`config.mk`:
```
export PLATFORM = sky130hd
export DESIGN_NAME = glitch_seq_mux_flat
export DESIGN_NICKNAME = d
export VERILOG_FILES = /design/src/rtl/glitch_seq_mux_if.sv /design/src/rtl/glitch_seq_mux.sv /design/src/flat_wrapper.sv
export SDC_FILE = /design/constraint.sdc
export NUM_CORES = 1
export LEC_CHECK = 0
export ABC_CLOCK_PERIOD_IN_PS = 3400
export BUFFER_PORTS_ARGS = -buffer_cell sky130_fd_sc_hd__buf_2
export CORE_MARGIN = 2
export CORE_UTILIZATION = 50
export DETAILED_ROUTE_END_ITERATION = 12
export PLACE_DENSITY = 0.76
export SLEW_MARGIN = 20
export SYNTH_ARGS = -nofsm -noshare
export SYNTH_HDL_FRONTEND = slang
export SYNTH_SLANG_ARGS = --single-unit
```
`constraint.sdc`:
```
create_clock -name clk -period 3.4 [get_ports clk]
set_input_delay 0.17 -clock clk [delete_from_list [all_inputs] [get_ports clk]]
set_output_delay 0.17 -clock clk [all_outputs]
set_load 0.005 [all_outputs]
```
`src/rtl/glitch_seq_mux_if.sv`:
```
// Control, trigger and configuration bus of the glitch sequencer.
// The bench drives the master side; the sequencer uses the slave side.
interface glitch_seq_mux_if #(
  parameter int N_CH  = 4,
  parameter int DLY_W = 16
);
  localparam int CH_W = (N_CH > 1) ? $clog2(N_CH) : 1;

  logic             i_trig;
  logic             i_arm;
  logic             i_abort;
  logic             cfg_we;
  logic [CH_W-1:0]  cfg_ch;
  logic [2:0]       cfg_addr;
  logic [DLY_W-1:0] cfg_data;
  logic [N_CH-1:0]  o_out;
  logic             o_armed;
  logic             o_busy;
  logic             o_done;
  logic             o_cfg_err;

  modport master (
    output i_trig, i_arm, i_abort, cfg_we, cfg_ch, cfg_addr, cfg_data,
    input  o_out, o_armed, o_busy, o_done, o_cfg_err
  );
  modport slave (
    input  i_trig, i_arm, i_abort, cfg_we, cfg_ch, cfg_addr, cfg_data,
    output o_out, o_armed, o_busy, o_done, o_cfg_err
  );
endinterface

```
`src/rtl/glitch_seq_mux.sv`:
```
// Multi-channel glitch sequencer: a trigger edge starts, per channel, a
// delayed train of programmable pulses; each channel may be off, forced or inverted.
module glitch_seq_ch #(
  parameter int DLY_W = 16,
  parameter int REP_W = 8
) (
  input  logic             clk,
  input  logic             reset,
  input  logic             wr,
  input  logic [2:0]       addr,
  input  logic [DLY_W-1:0] data,
  input  logic             go,
  input  logic             run,
  output logic             out,
  output logic             fin_nxt
);
  typedef enum logic [2:0] {S_WAIT, S_DLY, S_HIGH, S_GAP, S_FIN} ch_state_t;
  localparam logic [DLY_W-1:0] D_ONE = 1;
  localparam logic [REP_W-1:0] R_ONE = 1;

  logic [1:0]       mode;
  logic [DLY_W-1:0] dly, wid, gap, cnt, w_ld, g_ld;
  logic [REP_W-1:0] rep, rcnt;
  ch_state_t        st;
  logic             active, pulse;

  // mode[0] set = sequenced (GLITCH/INVERT); mode[1] is the idle level
  assign active  = mode[0];
  assign pulse   = ~mode[1];
  assign w_ld    = (wid == '0) ? '0 : wid - D_ONE;
  assign g_ld    = (gap == '0) ? '0 : gap - D_ONE;
  assign fin_nxt = !active ||
                   (!go && (st == S_FIN || (st == S_HIGH && cnt == '0 && rcnt == '0)));

  always_ff @(posedge clk) begin
    if (reset) begin
      mode <= '0;
      dly  <= '0;
      wid  <= '0;
      gap  <= '0;
      rep  <= '0;
      st   <= S_WAIT;
      cnt  <= '0;
      rcnt <= '0;
      out  <= 1'b0;
    end else begin
      if (wr) begin
        case (addr)
          3'd0:    mode <= data[1:0];
          3'd1:    dly  <= data;
          3'd2:    wid  <= data;
          3'd3:    gap  <= data;
          3'd4:    rep  <= REP_W'(data);
          default: ;
        endcase
      end
      out <= mode[1];
      if (!active || !run) begin
        st <= S_WAIT;
      end else if (go) begin
        rcnt <= rep;
        if (dly == '0) begin
          st  <= S_HIGH;
          cnt <= w_ld;
          out <= pulse;
        end else begin
          st  <= S_DLY;
          cnt <= dly - D_ONE;
        end
      end else begin
        case (st)
          S_DLY, S_GAP: begin
            if (cnt == '0) begin
              st  <= S_HIGH;
              cnt <= w_ld;
              out <= pulse;
            end else begin
              cnt <= cnt - D_ONE;
            end
          end
          S_HIGH: begin
            if (cnt != '0) begin
              cnt <= cnt - D_ONE;
              out <= pulse;
            end else if (rcnt == '0) begin
              st <= S_FIN;
            end else begin
              rcnt <= rcnt - R_ONE;
              st   <= S_GAP;
              cnt  <= g_ld;
            end
          end
          default: ;
        endcase
      end
    end
  end
endmodule

module glitch_seq_mux #(
  parameter int N_CH  = 4,
  parameter int DLY_W = 16,
  parameter int REP_W = 8
) (
  input logic             clk,
  input logic             reset,
  glitch_seq_mux_if.slave bus
);
  localparam int CH_W = (N_CH > 1) ? $clog2(N_CH) : 1;
  typedef enum logic [1:0] {G_IDLE, G_ARMED, G_RUN} g_state_t;

  g_state_t        state;
  logic [2:0]      trig_sync;
  logic            trig_edge;
  logic            armed, busy, done, cfg_err;
  logic [N_CH-1:0] out, fin_nxt, wr;
  logic            go, stop, run_nxt, cfg_ok;

  // abort beats the trigger; done is only ever high in RUN when every channel has finished
  assign go      = (state == G_ARMED) && trig_edge && !bus.i_abort;
  assign stop    = bus.i_abort || done;
  assign run_nxt = go || (state == G_RUN && !stop);
  assign cfg_ok  = bus.cfg_we && (state == G_IDLE) && (bus.cfg_addr <= 3'd4);

  always_ff @(posedge clk) begin
    if (reset) begin
      trig_sync <= '0;
      trig_edge <= 1'b0;
    end else begin
      trig_sync <= {trig_sync[1:0], bus.i_trig};
      trig_edge <= trig_sync[1] & ~trig_sync[2];
    end
  end

  always_ff @(posedge clk) begin
    if (reset) begin
      state   <= G_IDLE;
      armed   <= 1'b0;
      busy    <= 1'b0;
      done    <= 1'b0;
      cfg_err <= 1'b0;
    end else begin
      busy    <= run_nxt;
      done    <= run_nxt && (&fin_nxt);
      cfg_err <= bus.cfg_we && (state != G_IDLE || bus.cfg_addr > 3'd4);
      case (state)
        G_IDLE: begin
          if (bus.i_arm && !bus.i_abort) begin
            state <= G_ARMED;
            armed <= 1'b1;
          end
        end
        G_ARMED: begin
          if (bus.i_abort) begin
            state <= G_IDLE;
            armed <= 1'b0;
          end else if (trig_edge) begin
            state <= G_RUN;
            armed <= 1'b0;
          end
        end
        G_RUN: begin
          if (stop) state <= G_IDLE;
        end
        default: state <= G_IDLE;
      endcase
    end
  end

  for (genvar i = 0; i < N_CH; i++) begin : g_ch
    assign wr[i] = cfg_ok && (bus.cfg_ch == CH_W'(i));
    glitch_seq_ch #(.DLY_W(DLY_W), .REP_W(REP_W)) u_ch (
      .clk     (clk),
      .reset   (reset),
      .wr      (wr[i]),
      .addr    (bus.cfg_addr),
      .data    (bus.cfg_data),
      .go      (go),
      .run     (run_nxt),
      .out     (out[i]),
      .fin_nxt (fin_nxt[i])
    );
  end

  assign bus.o_out     = out;
  assign bus.o_armed   = armed;
  assign bus.o_busy    = busy;
  assign bus.o_done    = done;
  assign bus.o_cfg_err = cfg_err;
endmodule

```
`src/flat_wrapper.sv`:
```
// flat-port wrapper written by rule: the top's interface ports become plain ports
module glitch_seq_mux_flat 
#(
  parameter int N_CH  = 4,
  parameter int DLY_W = 16,
  parameter int REP_W = 8
)
  (clk, reset, bus_i_trig, bus_i_arm, bus_i_abort, bus_cfg_we, bus_cfg_ch, bus_cfg_addr, bus_cfg_data, bus_o_out, bus_o_armed, bus_o_busy, bus_o_done, bus_o_cfg_err);
  glitch_seq_mux_if #(.N_CH(N_CH), .DLY_W(DLY_W)) bus_i ();
  input logic clk;
  input logic reset;
  input wire logic [$bits(bus_i.i_trig)-1:0] bus_i_trig;
  input wire logic [$bits(bus_i.i_arm)-1:0] bus_i_arm;
  input wire logic [$bits(bus_i.i_abort)-1:0] bus_i_abort;
  input wire logic [$bits(bus_i.cfg_we)-1:0] bus_cfg_we;
  input wire logic [$bits(bus_i.cfg_ch)-1:0] bus_cfg_ch;
  input wire logic [$bits(bus_i.cfg_addr)-1:0] bus_cfg_addr;
  input wire logic [$bits(bus_i.cfg_data)-1:0] bus_cfg_data;
  output wire logic [$bits(bus_i.o_out)-1:0] bus_o_out;
  output wire logic [$bits(bus_i.o_armed)-1:0] bus_o_armed;
  output wire logic [$bits(bus_i.o_busy)-1:0] bus_o_busy;
  output wire logic [$bits(bus_i.o_done)-1:0] bus_o_done;
  output wire logic [$bits(bus_i.o_cfg_err)-1:0] bus_o_cfg_err;
  assign bus_i.i_trig = bus_i_trig;
  assign bus_i.i_arm = bus_i_arm;
  assign bus_i.i_abort = bus_i_abort;
  assign bus_i.cfg_we = bus_cfg_we;
  assign bus_i.cfg_ch = bus_cfg_ch;
  assign bus_i.cfg_addr = bus_cfg_addr;
  assign bus_i.cfg_data = bus_cfg_data;
  assign bus_o_out = bus_i.o_out;
  assign bus_o_armed = bus_i.o_armed;
  assign bus_o_busy = bus_i.o_busy;
  assign bus_o_done = bus_i.o_done;
  assign bus_o_cfg_err = bus_i.o_cfg_err;
  glitch_seq_mux #(.N_CH(N_CH), .DLY_W(DLY_W), .REP_W(REP_W)) u_core (.clk(clk), .reset(reset), .bus(bus_i));
endmodule
```
Yosys cells after proc, flatten, opt, wreduce, memory -nomap -nowiden. Cells that the tools add are included.

Register bits after elaboration: 354. Input bits: 27. Output and inout bits: 8. Word-level logic and storage cells: 355.

Add/sub/neg operators: 20. Order comparisons: 2. Equal/unequal tests: 48. Muxes and demuxes: 105. Bitwise logic cells: 10. Reductions and logical operators: 127.

Operators by type and width (number): $mux W16 (28); $logic_not A16 Y1 (16); $sub A16 B1 Y16 const B (16); $mux W8 (16); $pmux W16 S2 (4); $reduce_bool A16 Y1 (4); $mux W3 (16); $reduce_and A2 Y1 (20); $logic_not A8 Y1 (4); $sub A8 B1 Y8 const B (4); $eq A3 B2 Y1 const B (10); $reduce_and A3 Y1 (10); $logic_and A1 B1 Y1 (24); $pmux W3 S2 (4); $mux W1 (23); $ne A3 B2 Y1 const B (7); $reduce_and A4 Y1 (5); $mux W2 (8); $reduce_or A2 Y1 (8); $eq A3 B1 Y1 const B (5); $eq A3 B3 Y1 const B (5); $logic_or A1 B1 Y1 (15); $ne A2 B1 Y1 const B (7); $ne A4 B2 Y1 const B (3); 16 further kinds (50).

Logic depth before layout (Yosys ltp). Gate-level depths: netlist (run 1).

Depth in word-level cells: 8. Mapped depth: 11. Mapped depth without buffers: 8.

By module. A second synthesis (run 1) with hierarchy kept.

Cell total of the unflattened synthesis: 2854. Area, all modules: 21116.5 um^2.

Modules (own cells, without submodules): glitch_seq_ch (u_core.g_ch[2].u_ch ...) (times used 2, cells an instance 704, area an instance 5203.7 um^2, seq. area each 1721.7 um^2); glitch_seq_ch (u_core.g_ch[0].u_ch ...) (times used 2, cells an instance 702, area an instance 5159.9 um^2, seq. area each 1721.7 um^2); glitch_seq_mux (times used 1, cells an instance 42, area an instance 389.1 um^2, seq. area each 200.2 um^2).

Least setup slack after synthesis (run 1). OpenSTA, ideal clock, no wires.

Kind: register to register. Start point: register u_core.g_ch[3].u_ch.cnt[0]. End point: register u_core.g_ch[3].u_ch.out. Setup time: 0.070 ns. Arrival time: 2.510 ns. Required time: 3.330 ns. Slack: 0.820 ns. Stages on the path, launching flop included: 10. Path buffers: 1. Clock period less this slack: 2.580 ns. Path through: dfxtp_1 > inv_1 > ha_1 > or4b_2 > or4_1 > buf_2 > mux2i_1 > o31a_1 > or3_1 > a21oi_1.

Longest elaborated chain between the ends: 5. Elaborated cells on any way between the ends: 7. Those cells by class: mux (5); reduce/logical (2).

Ends and longest elaborated chain: from (decl) (line glitch_seq_mux.sv:22) `logic [DLY_W-1:0] dly, wid, gap, cnt, w_ld, g_ld;`; from (signal assigned) (line glitch_seq_mux.sv:64) `cnt <= w_ld;`; from (signal assigned) (line glitch_seq_mux.sv:68) `cnt <= dly - D_ONE;`; from (signal assigned) (line glitch_seq_mux.sv:75) `cnt <= w_ld;`; $reduce_bool A16 Y1 / $logic_not A16 Y1 (equally long branches) (line glitch_seq_mux.sv:82, glitch_seq_mux.sv:73); $mux W1 (on tied branches) (line glitch_seq_mux.sv:82, glitch_seq_mux.sv:73); $pmux W1 S2 * (line glitch_seq_mux.sv:71) `case (st)`; $mux W1 * (line glitch_seq_mux.sv:60) `end else if (go) begin`; $mux W1 * (line glitch_seq_mux.sv:58) `if (!active || !run) begin`; to (signal assigned) (line glitch_seq_mux.sv:57) `out <= mode[1];`; to (signal assigned) (line glitch_seq_mux.sv:65) `out <= pulse;`; to (signal assigned) (line glitch_seq_mux.sv:84) `out <= pulse;`; to (decl) (line glitch_seq_mux.sv:14) `output logic out,`.

Mark *: on every way between the ends. The rest lies on a longest branch, timed or not. A chain may end at the register's enable or synchronous reset.

Worst setup path in the final report (run 1).
Start point: register u_core.g_ch[3].u_ch.cnt[0]. End point: register u_core.g_ch[3].u_ch.rcnt[2].

Longest elaborated chain between the ends: 3.

Ends and longest elaborated chain: $reduce_bool A16 Y1 (line glitch_seq_mux.sv:82) `if (cnt != '0) begin`; $ne A2 B1 Y1 (no source line); $reduce_and A4 Y1 (no source line); to (signal assigned) (line glitch_seq_mux.sv:61) `rcnt <= rep;`; to (signal assigned) (line glitch_seq_mux.sv:88) `rcnt <= rcnt - R_ONE;`; to (decl) (line glitch_seq_mux.sv:23) `logic [REP_W-1:0] rep, rcnt;`.

Every way passes these cells.

==> results of run 1 <==
## layer usage
metal  GRT usage (%)  wire length (um)
met5               0                13
met4            14.7              3400
met3            5.30              5070
met2            47.8             30100
met1            39.6             28900
## per-stage QoR
stage / hold WS (ns) / utilization [%] / power [mW]
after global placement: 0.397 / 52.1 / 4.80
after floorplan: 0.249 / - / 4.60
final: 0.0297 / 55.6 / 9.39
after CTS: 0.0353 / 55.6 / 9.42
after global routing: 0.0507 / 55.6 / 9.64
after detailed placement: 0.390 / 52.1 / 4.81
## sequential cells by signal, indices dropped and copies added (netlist names)
signal and flops:
u_core.bus.o_done 1, u_core.g_ch.u_ch.wid 64, u_core.g_ch.u_ch.gap 64, u_core.bus.o_cfg_err 1, u_core.bus.o_busy 1, u_core.g_ch.u_ch.rcnt 32
u_core.trig_sync 3, u_core.bus.o_armed 1, u_core.state 2, u_core.g_ch.u_ch.out 4, u_core.g_ch.u_ch.st 12, u_core.g_ch.u_ch.rep 32
u_core.g_ch.u_ch.mode 8, u_core.g_ch.u_ch.cnt 64, u_core.g_ch.u_ch.dly 64, u_core.trig_edge 1
## worst max-delay path: cells and delay by family (launching register included)
kind | cells | cell delay, ns
compound gates | 3 | 0.71
buf+inv | 1 | 0.12
flops | 1 | 0.35
fa+ha+maj | 1 | 0.21
simple gates | 3 | 1.70
## cells in the final DEF (no fill, tap or decap), types with 33 or more instances in the layout
cell | Yosys | final
sky130_fd_sc_hd__or3_1 | 35 | 35
sky130_fd_sc_hd__xnor2_1 | 96 | 96
sky130_fd_sc_hd__buf_2 | 18 | 33
sky130_fd_sc_hd__buf_4 | 8 | 51
sky130_fd_sc_hd__clkbuf_16 | 0 | 41
sky130_fd_sc_hd__nand4_1 | 46 | 46
sky130_fd_sc_hd__dfxtp_1 | 354 | 354
sky130_fd_sc_hd__nor4_1 | 56 | 56
sky130_fd_sc_hd__xor2_1 | 69 | 69
sky130_fd_sc_hd__inv_1 | 60 | 60
sky130_fd_sc_hd__a21oi_1 | 163 | 163
sky130_fd_sc_hd__nand3_1 | 71 | 71
sky130_fd_sc_hd__mux2i_1 | 242 | 242
sky130_fd_sc_hd__nor3_1 | 104 | 104
sky130_fd_sc_hd__nor2_1 | 448 | 446
sky130_fd_sc_hd__o21ai_0 | 126 | 126
sky130_fd_sc_hd__nand2_1 | 177 | 177
## power by group through the flow
stage	Clock [mW]	Sequential [mW]	Combinational [mW]
CTS	4.70	4.18	0.540
floorplan	0	4.27	0.334
finish	4.65	4.18	0.551
detailed placement	0	4.28	0.534
global route	4.87	4.18	0.584
global placement	0	4.27	0.528
## cell type report
cell class | instances | share of cell area [%]
Multi-Input combinational cell | 2091 | 56.9
Clock inverter | 23 | 1.29
Inverter | 60 | 0.968
Antenna cell | 1 | 0.0108
Sequential cell | 354 | 30.5
Tap cell | 539 | 2.90
Clock buffer | 48 | 4.69
Timing Repair Buffer | 92 | 2.81
## kinds of logic (layout without fill, tap and decap cells)
kind of cell,after synthesis,in the layout,share of synthesized area (%)
and+or+nand+nor,1125,1125,26.4
buffers and inverters,209,223,4.21
other,0,1,0
xor gates and xnor gates,165,165,6.82
adders and majority gates,32,32,1.89
muxes,247,247,11.7
AOI/OAI and AO/OA,522,522,15.6
DFF,354,354,33.5
## synth_stat cells (all sizes together), types with 8 or more instances
cell type    n
nor2       452
dfxtp      354
mux2i      242
nand2      177
a21oi      164
o21ai      130
clkbuf     118
nor3       105
xnor2       96
nand3       71
xor2        69
nor4        65
inv         60
nand4       47
or3         36
ha          32
or4         32
buf         31
a211oi      24
nor3b       24
a31oi       22
o22ai       22
nor2b       20
o211ai      16
a221oi      15
or2         15
nand2b      14
o31ai       13
a22oi       12
a21o        11
nand4b      11
nor4b       11
and4        10
a311oi       9
a211o        8
o21a         8
## worst min-delay path by stage
stage	startpoint	endpoint	slack (ns)
6_report	reset	u_core.g_ch[3].u_ch.gap[14]	0.03
5_1_grt	reset	u_core.g_ch[3].u_ch.gap[14]	0.05
4_1_cts	reset	u_core.g_ch[3].u_ch.gap[0]	0.04
3_5_place_dp	bus_i_trig	u_core.trig_sync[0]	0.39
3_3_place_gp	bus_i_trig	u_core.trig_sync[0]	0.40
2_1_floorplan	bus_i_abort	u_core.state[0]	0.25
==> run_results.csv, run 1 <==
group,metric,value,unit
sta,slew-limit-headroom,34.0,%
yosys,synth_seq_area_share,33.5,%
global_route,largest_net_degree_at_the_start_of_global_routing,113,
worst_setup_path,critical_path_required,3.90,ns
global_route,gr-total-overflow,0,
yosys,synthesis.instances,2654,
floorplanning,placementRows,75,
routing,wl_per_cell,21.0,um
cts,post-cts-setup-buffers,0,
worst_setup_path,cp.arrival,3.67,ns
worst_setup_path,ff2ff_setup_slack,0.23,ns
floorplanning,die_y,210,um
layout,multiInputGateArea,13200,um2
sta,grt_setup_unrepaired,"false",
worst_setup_path,path_class,"reg -> reg",
sta,timing.final.crit_share,93.1,%
power,swShare,24.4,%
power,power.static_leakage,9.38,nW
power,power.density,403,nW/um2
cts,cts_made_buffers,40,
yosys,yosys.area.top_type_share,33.5,%
flow_run,drv.max_cap_violation_count,0,
worst_setup_path,slowest_cell_on_crit_path,"sky130_fd_sc_hd__or4_1",
min_path,hold_path_depth,2,
routing,avgViaCountPerCell,6.37,
routing,dr_total_vias,20400,
worst_setup_path,max_stage_delay,0.67,ns
placed_design,gp_routability_congestion,0.988,
worst_setup_path,worstPathCellList,"inv_1 -> ha_1 -> or4b_2 -> or4_1 -> a21oi_2 -> o21ai_1 -> or2_2 -> a21oi_1",
placed_design,post-place-ws,0.294,ns
routing,routed_wl,67400,um
placed_design,dpl.cell_count,3131,
sta,maxSlewViolCount,0,
placed_design,dpl.hpwl,45900,um
layout,layout-area-overhead-vs-synth,9.85,%
global_route,grt_pass1_wl,105000,um
yosys,biggest_area_consumer_among_synthesized_cells,"sky130_fd_sc_hd__dfxtp_1",
sta,setup_failing_eps_final,0,
placed_design,postPlaceCellArea,21800,um2
layout,cell_area_after_layout,23300,um2
placed_design,place.port_buffers,34,
layout,layout.filler_cells,3805,
worst_setup_path,critPathMaxFanout,14,
routing,dr.pass1.iters,6,
yosys,ys_async_sr_fraction,0,%
power,power.clock.fraction,49.6,%
cts,cts.hold.buffers_added,5,
worst_setup_path,critical_path.reg2reg.startpoint,"u_core.g_ch[3].u_ch.cnt[0]",
cts,cts_max_path_buffers,3,
yosys,synthesis.area,21200,um2
sta,finalCriticalPeriod,3.17,ns
routing,route.antenna.remaining_nets,0,
worst_setup_path,cp-end-kind,"flip-flop",
global_route,grt.total_usage,30.1,%
sta,final_critical_path_setup_slack,0.233,ns
yosys,synth_seq_cells,354,
run_status,outcome,"complete, no violations",
power,power_frac_comb,5.9,%
sta,clock.fmax,0.316,GHz
floorplanning,floorplan_core_area,41900,um2
yosys,synthesis.nets,2713,
floorplanning,die_area,44000,um2
cts,cts_tree,"yes",
sta,timing.final.hold_violations,0,
yosys,avgSynthCellArea,7.98,um2
global_route,antenna_found_initial,2,
sta,clock_skew,0.0143,ns
worst_setup_path,endpoint,"u_core.g_ch[3].u_ch.rcnt[2]",
power,power.net_switching,2.29,mW
min_path,hold_path_class,"in -> reg",
layout,seq_area,7090,um2
power,vdd.ir_drop.worst,0.000298,V
yosys,synth_flop_cell,"sky130_fd_sc_hd__dfxtp_1",
worst_setup_path,worstSetupStartpoint,"u_core.g_ch[3].u_ch.cnt[0]",
power,internal_power,7.10,mW
worst_setup_path,worstReg2RegEnd,"u_core.g_ch[3].u_ch.rcnt[2]",
power,seq_power_share,44.6,%
layout,finish.cell_count_without_fillers,3208,
yosys,synth.area.top_cells,"sky130_fd_sc_hd__dfxtp_1 33%, sky130_fd_sc_hd__mux2i_1 11%, sky130_fd_sc_hd__nor2_1 7.9%",
floorplanning,floorplan.initialDensity,50.6,%
yosys,synth_cell_type_count,85,
floorplanning,chipWidth,210,um
sta,tns,0,ns
global_route,first_global_vias,18800,
cts,cts_num_sinks,354,
routing,drc_violations_left,0,
layout,finish.net_count,2698,
yosys,yosysWarnings,0,
worst_setup_path,cells_on_worst_reg2reg_path,8,
cts,ctsHtreeMaxLevel,2,
cts,postCtsResizedCells,0,
worst_setup_path,worst_setup_path_start_kind,"flip-flop",
cts,cts_root_buf,"sky130_fd_sc_hd__clkbuf_16",
cts,clk_pin_slew,0.06,ns
layout,layout-drive-gt1-share,8.40,%
routing,detailedRoute.firstIterationViolations,2213,
yosys,synth-edff-count,0,
sta,max_slew.worst_pin.slew,0.989,ns
floorplanning,io_pins,35,
cts,clock_insertion_delay_worst_skew,0.57,ns
No activity file was read; power rests on OpenSTA's default activity.
==> inputs of run 2 (changes only) <==
- ABC_CLOCK_PERIOD_IN_PS: 3400 -> 2600
- PLACE_DENSITY: 0.76 -> 0.78
- clock period: 3.4 -> 2.6 ns (I/O delays scaled with it)
==> run_results.csv, run 2 (synthesized netlist as in run 1, its figures left out) <==
group,metric,value,unit
run_status,outcome,"complete, no violations",
worst_setup_path,cp-end-kind,"flip-flop",
sta,clock.fmax,0.391,GHz
cts,clock_insertion_delay_worst_skew,0.60,ns
power,swShare,24.5,%
routing,route.antenna.remaining_nets,0,
worst_setup_path,critical_path.reg2reg.startpoint,"u_core.state[0]",
min_path,hold_path_depth,2,
floorplanning,chipWidth,210,um
sta,slew-limit-headroom,43.6,%
power,power.static_leakage,10.2,nW
cts,cts_tree,"yes",
min_path,hold_path_class,"in -> reg",
power,p_total,12.4,mW
floorplanning,die_area,44000,um2
placed_design,gp_routability_congestion,0.985,
floorplanning,io_pins,35,
power,seq_power_share,43.9,%
cts,cts_num_sinks,354,
routing,wl_per_cell,20.9,um
floorplanning,floorplan_core_area,41900,um2
worst_setup_path,worstReg2RegEnd,"u_core.g_ch[1].u_ch.cnt[7]",
cts,clk_pin_slew,0.06,ns
placed_design,dpl.hpwl,49000,um
global_route,grt_pass1_wl,111000,um
worst_setup_path,critical_path_required,3.14,ns
power,power.density,503,nW/um2
layout,layout-area-overhead-vs-synth,16.9,%
worst_setup_path,path_class,"reg -> reg",
layout,layout.cells.most_common,"sky130_fd_sc_hd__nor2_1",
sta,clock_skew,0.0333,ns
routing,dr.pass1.iters,6,
placed_design,post-place-ws,-0.170,ns
routing,detailedRoute.firstIterationViolations,2208,
global_route,gr-total-overflow,0,
floorplanning,floorplan.initialDensity,50.6,%
sta,finalCriticalPeriod,2.56,ns
routing,avgViaCountPerCell,6.23,
cts,ctsHtreeMaxLevel,2,
layout,post-route-util,59.1,%
cts,cts_max_path_buffers,3,
global_route,largest_net_degree_at_the_start_of_global_routing,128,
placed_design,place.port_buffers,34,
cts,cts_made_buffers,42,
sta,timing.final.crit_share,98.3,%
sta,maxSlewViolCount,0,
floorplanning,placementRows,75,
sta,grt_setup_unrepaired,"true",
global_route,grt.total_usage,31.4,%
layout,finish.net_count,2843,
worst_setup_path,cp.arrival,3.09,ns
routing,drc_violations_left,0,
layout,finish.cell_count_without_fillers,3357,
sta,timing.final.hold_violations,0,
placed_design,postPlaceCellArea,23000,um2
cts,cts_root_buf,"sky130_fd_sc_hd__clkbuf_16",
layout,layout-drive-gt1-share,14.3,%
worst_setup_path,worst_setup_path_start_kind,"flip-flop",
sta,final_critical_path_setup_slack,0.0439,ns
floorplanning,die_y,210,um
sta,setup_failing_eps_final,0,
power,vdd.ir_drop.worst,0.000451,V
placed_design,dpl.cell_count,3274,
power,power.clock.fraction,50.0,%
flow_run,drv.max_cap_violation_count,0,
power,power.net_switching,3.05,mW
layout,cell_area_after_layout,24800,um2
power,power_frac_comb,6.1,%
power,internal_power,9.40,mW
sta,max_slew.worst_pin.slew,0.834,ns
sta,tns,0,ns
min_path,hold_path.startpoint,"reset",
routing,routed_wl,70200,um
sta,final.hold.worst_slack,0.0309,ns
min_path,min_delay_worst_endpoint,"u_core.trig_sync[0]",
global_route,first_global_vias,19900,
worst_setup_path,cells_on_worst_reg2reg_path,9,
routing,dr_total_vias,20900,
global_route,antenna_found_initial,2,
worst_setup_path,critPathMaxFanout,4,
layout,layout_common_cells,"444 x sky130_fd_sc_hd__nor2_1, 354 x sky130_fd_sc_hd__dfxtp_1, 242 x sky130_fd_sc_hd__mux2i_1, 182 x sky130_fd_sc_hd__buf_4, 175 x sky130_fd_sc_hd__nand2_1",
worst_setup_path,ff2ff_setup_slack,0.04,ns
==> run 2: metal layers <==
layer / track usage (%) / routed length (um) / part of all wire (%) / vias to the layer above
met5: 0 / 0 / 0 / -
met1: 41.7 / 30200 / 43 / 10000
met3: 5.00 / 5310 / 7.6 / 154
met2: 50.7 / 32200 / 46 / 909
li1: - / - / - / 9844
met4: 13.4 / 2500 / 3.6 / 0
==> run 2: how the worst max path moves through the flow <==
stage | from | endpoint | cells after the start
after detailed placement | u_core.g_ch[2].u_ch.dly[6] | u_core.g_ch[2].u_ch.cnt[1] | 7
after global placement | u_core.state[0] | u_core.g_ch[0].u_ch.cnt[14] | 7
after CTS | u_core.state[0] | u_core.g_ch[0].u_ch.cnt[14] | 7
after global routing | u_core.g_ch[3].u_ch.cnt[0] | u_core.g_ch[3].u_ch.out | 9
final | u_core.state[0] | u_core.g_ch[1].u_ch.cnt[7] | 9
after floorplan | u_core.g_ch[3].u_ch.cnt[0] | u_core.g_ch[3].u_ch.out | 9
==> run 2: what timing repair did <==
item,4_1_cts,5_1_grt
hold buffers,4,0
buffers inserted,1,0
hold endpoints to repair,4,0
resized for setup,10,37
gates cloned,0,0
pin swaps,1,1
endpoints found under the setup margin,18,55
==> run 2: cell type report <==
class	count	area, um2
fillers	3665	17100
multi-input cells	2091	13400
flip-flops and latches	354	7090
repair buffers	235	1870
clock buffers	53	1170
well taps	539	674
clock inverters	23	282
inverters	60	225
diodes	2	5.00
==> run 2: worst max-delay path, cell delays in order, from the launching register on <==
cell                        delay, ns
sky130_fd_sc_hd__dfxtp_1         0.34
sky130_fd_sc_hd__nor4b_2         0.29
sky130_fd_sc_hd__buf_4           0.18
sky130_fd_sc_hd__buf_4           0.19
sky130_fd_sc_hd__o21ai_0         0.23
sky130_fd_sc_hd__a21oi_1         0.24
sky130_fd_sc_hd__buf_4           0.16
sky130_fd_sc_hd__o2111ai_1       0.09
sky130_fd_sc_hd__a2111oi_0       0.59
sky130_fd_sc_hd__a31o_2          0.20
==> run 2: power by group through the flow <==
stage | clock network (mW) | logic [mW] | registers, mW
final | 6.22 | 0.757 | 5.47
after CTS | 6.27 | 0.734 | 5.47
after global routing | 6.49 | 0.794 | 5.47
after floorplan | 0 | 0.437 | 5.58
after detailed placement | 0 | 0.723 | 5.59
after global placement | 0 | 0.713 | 5.59
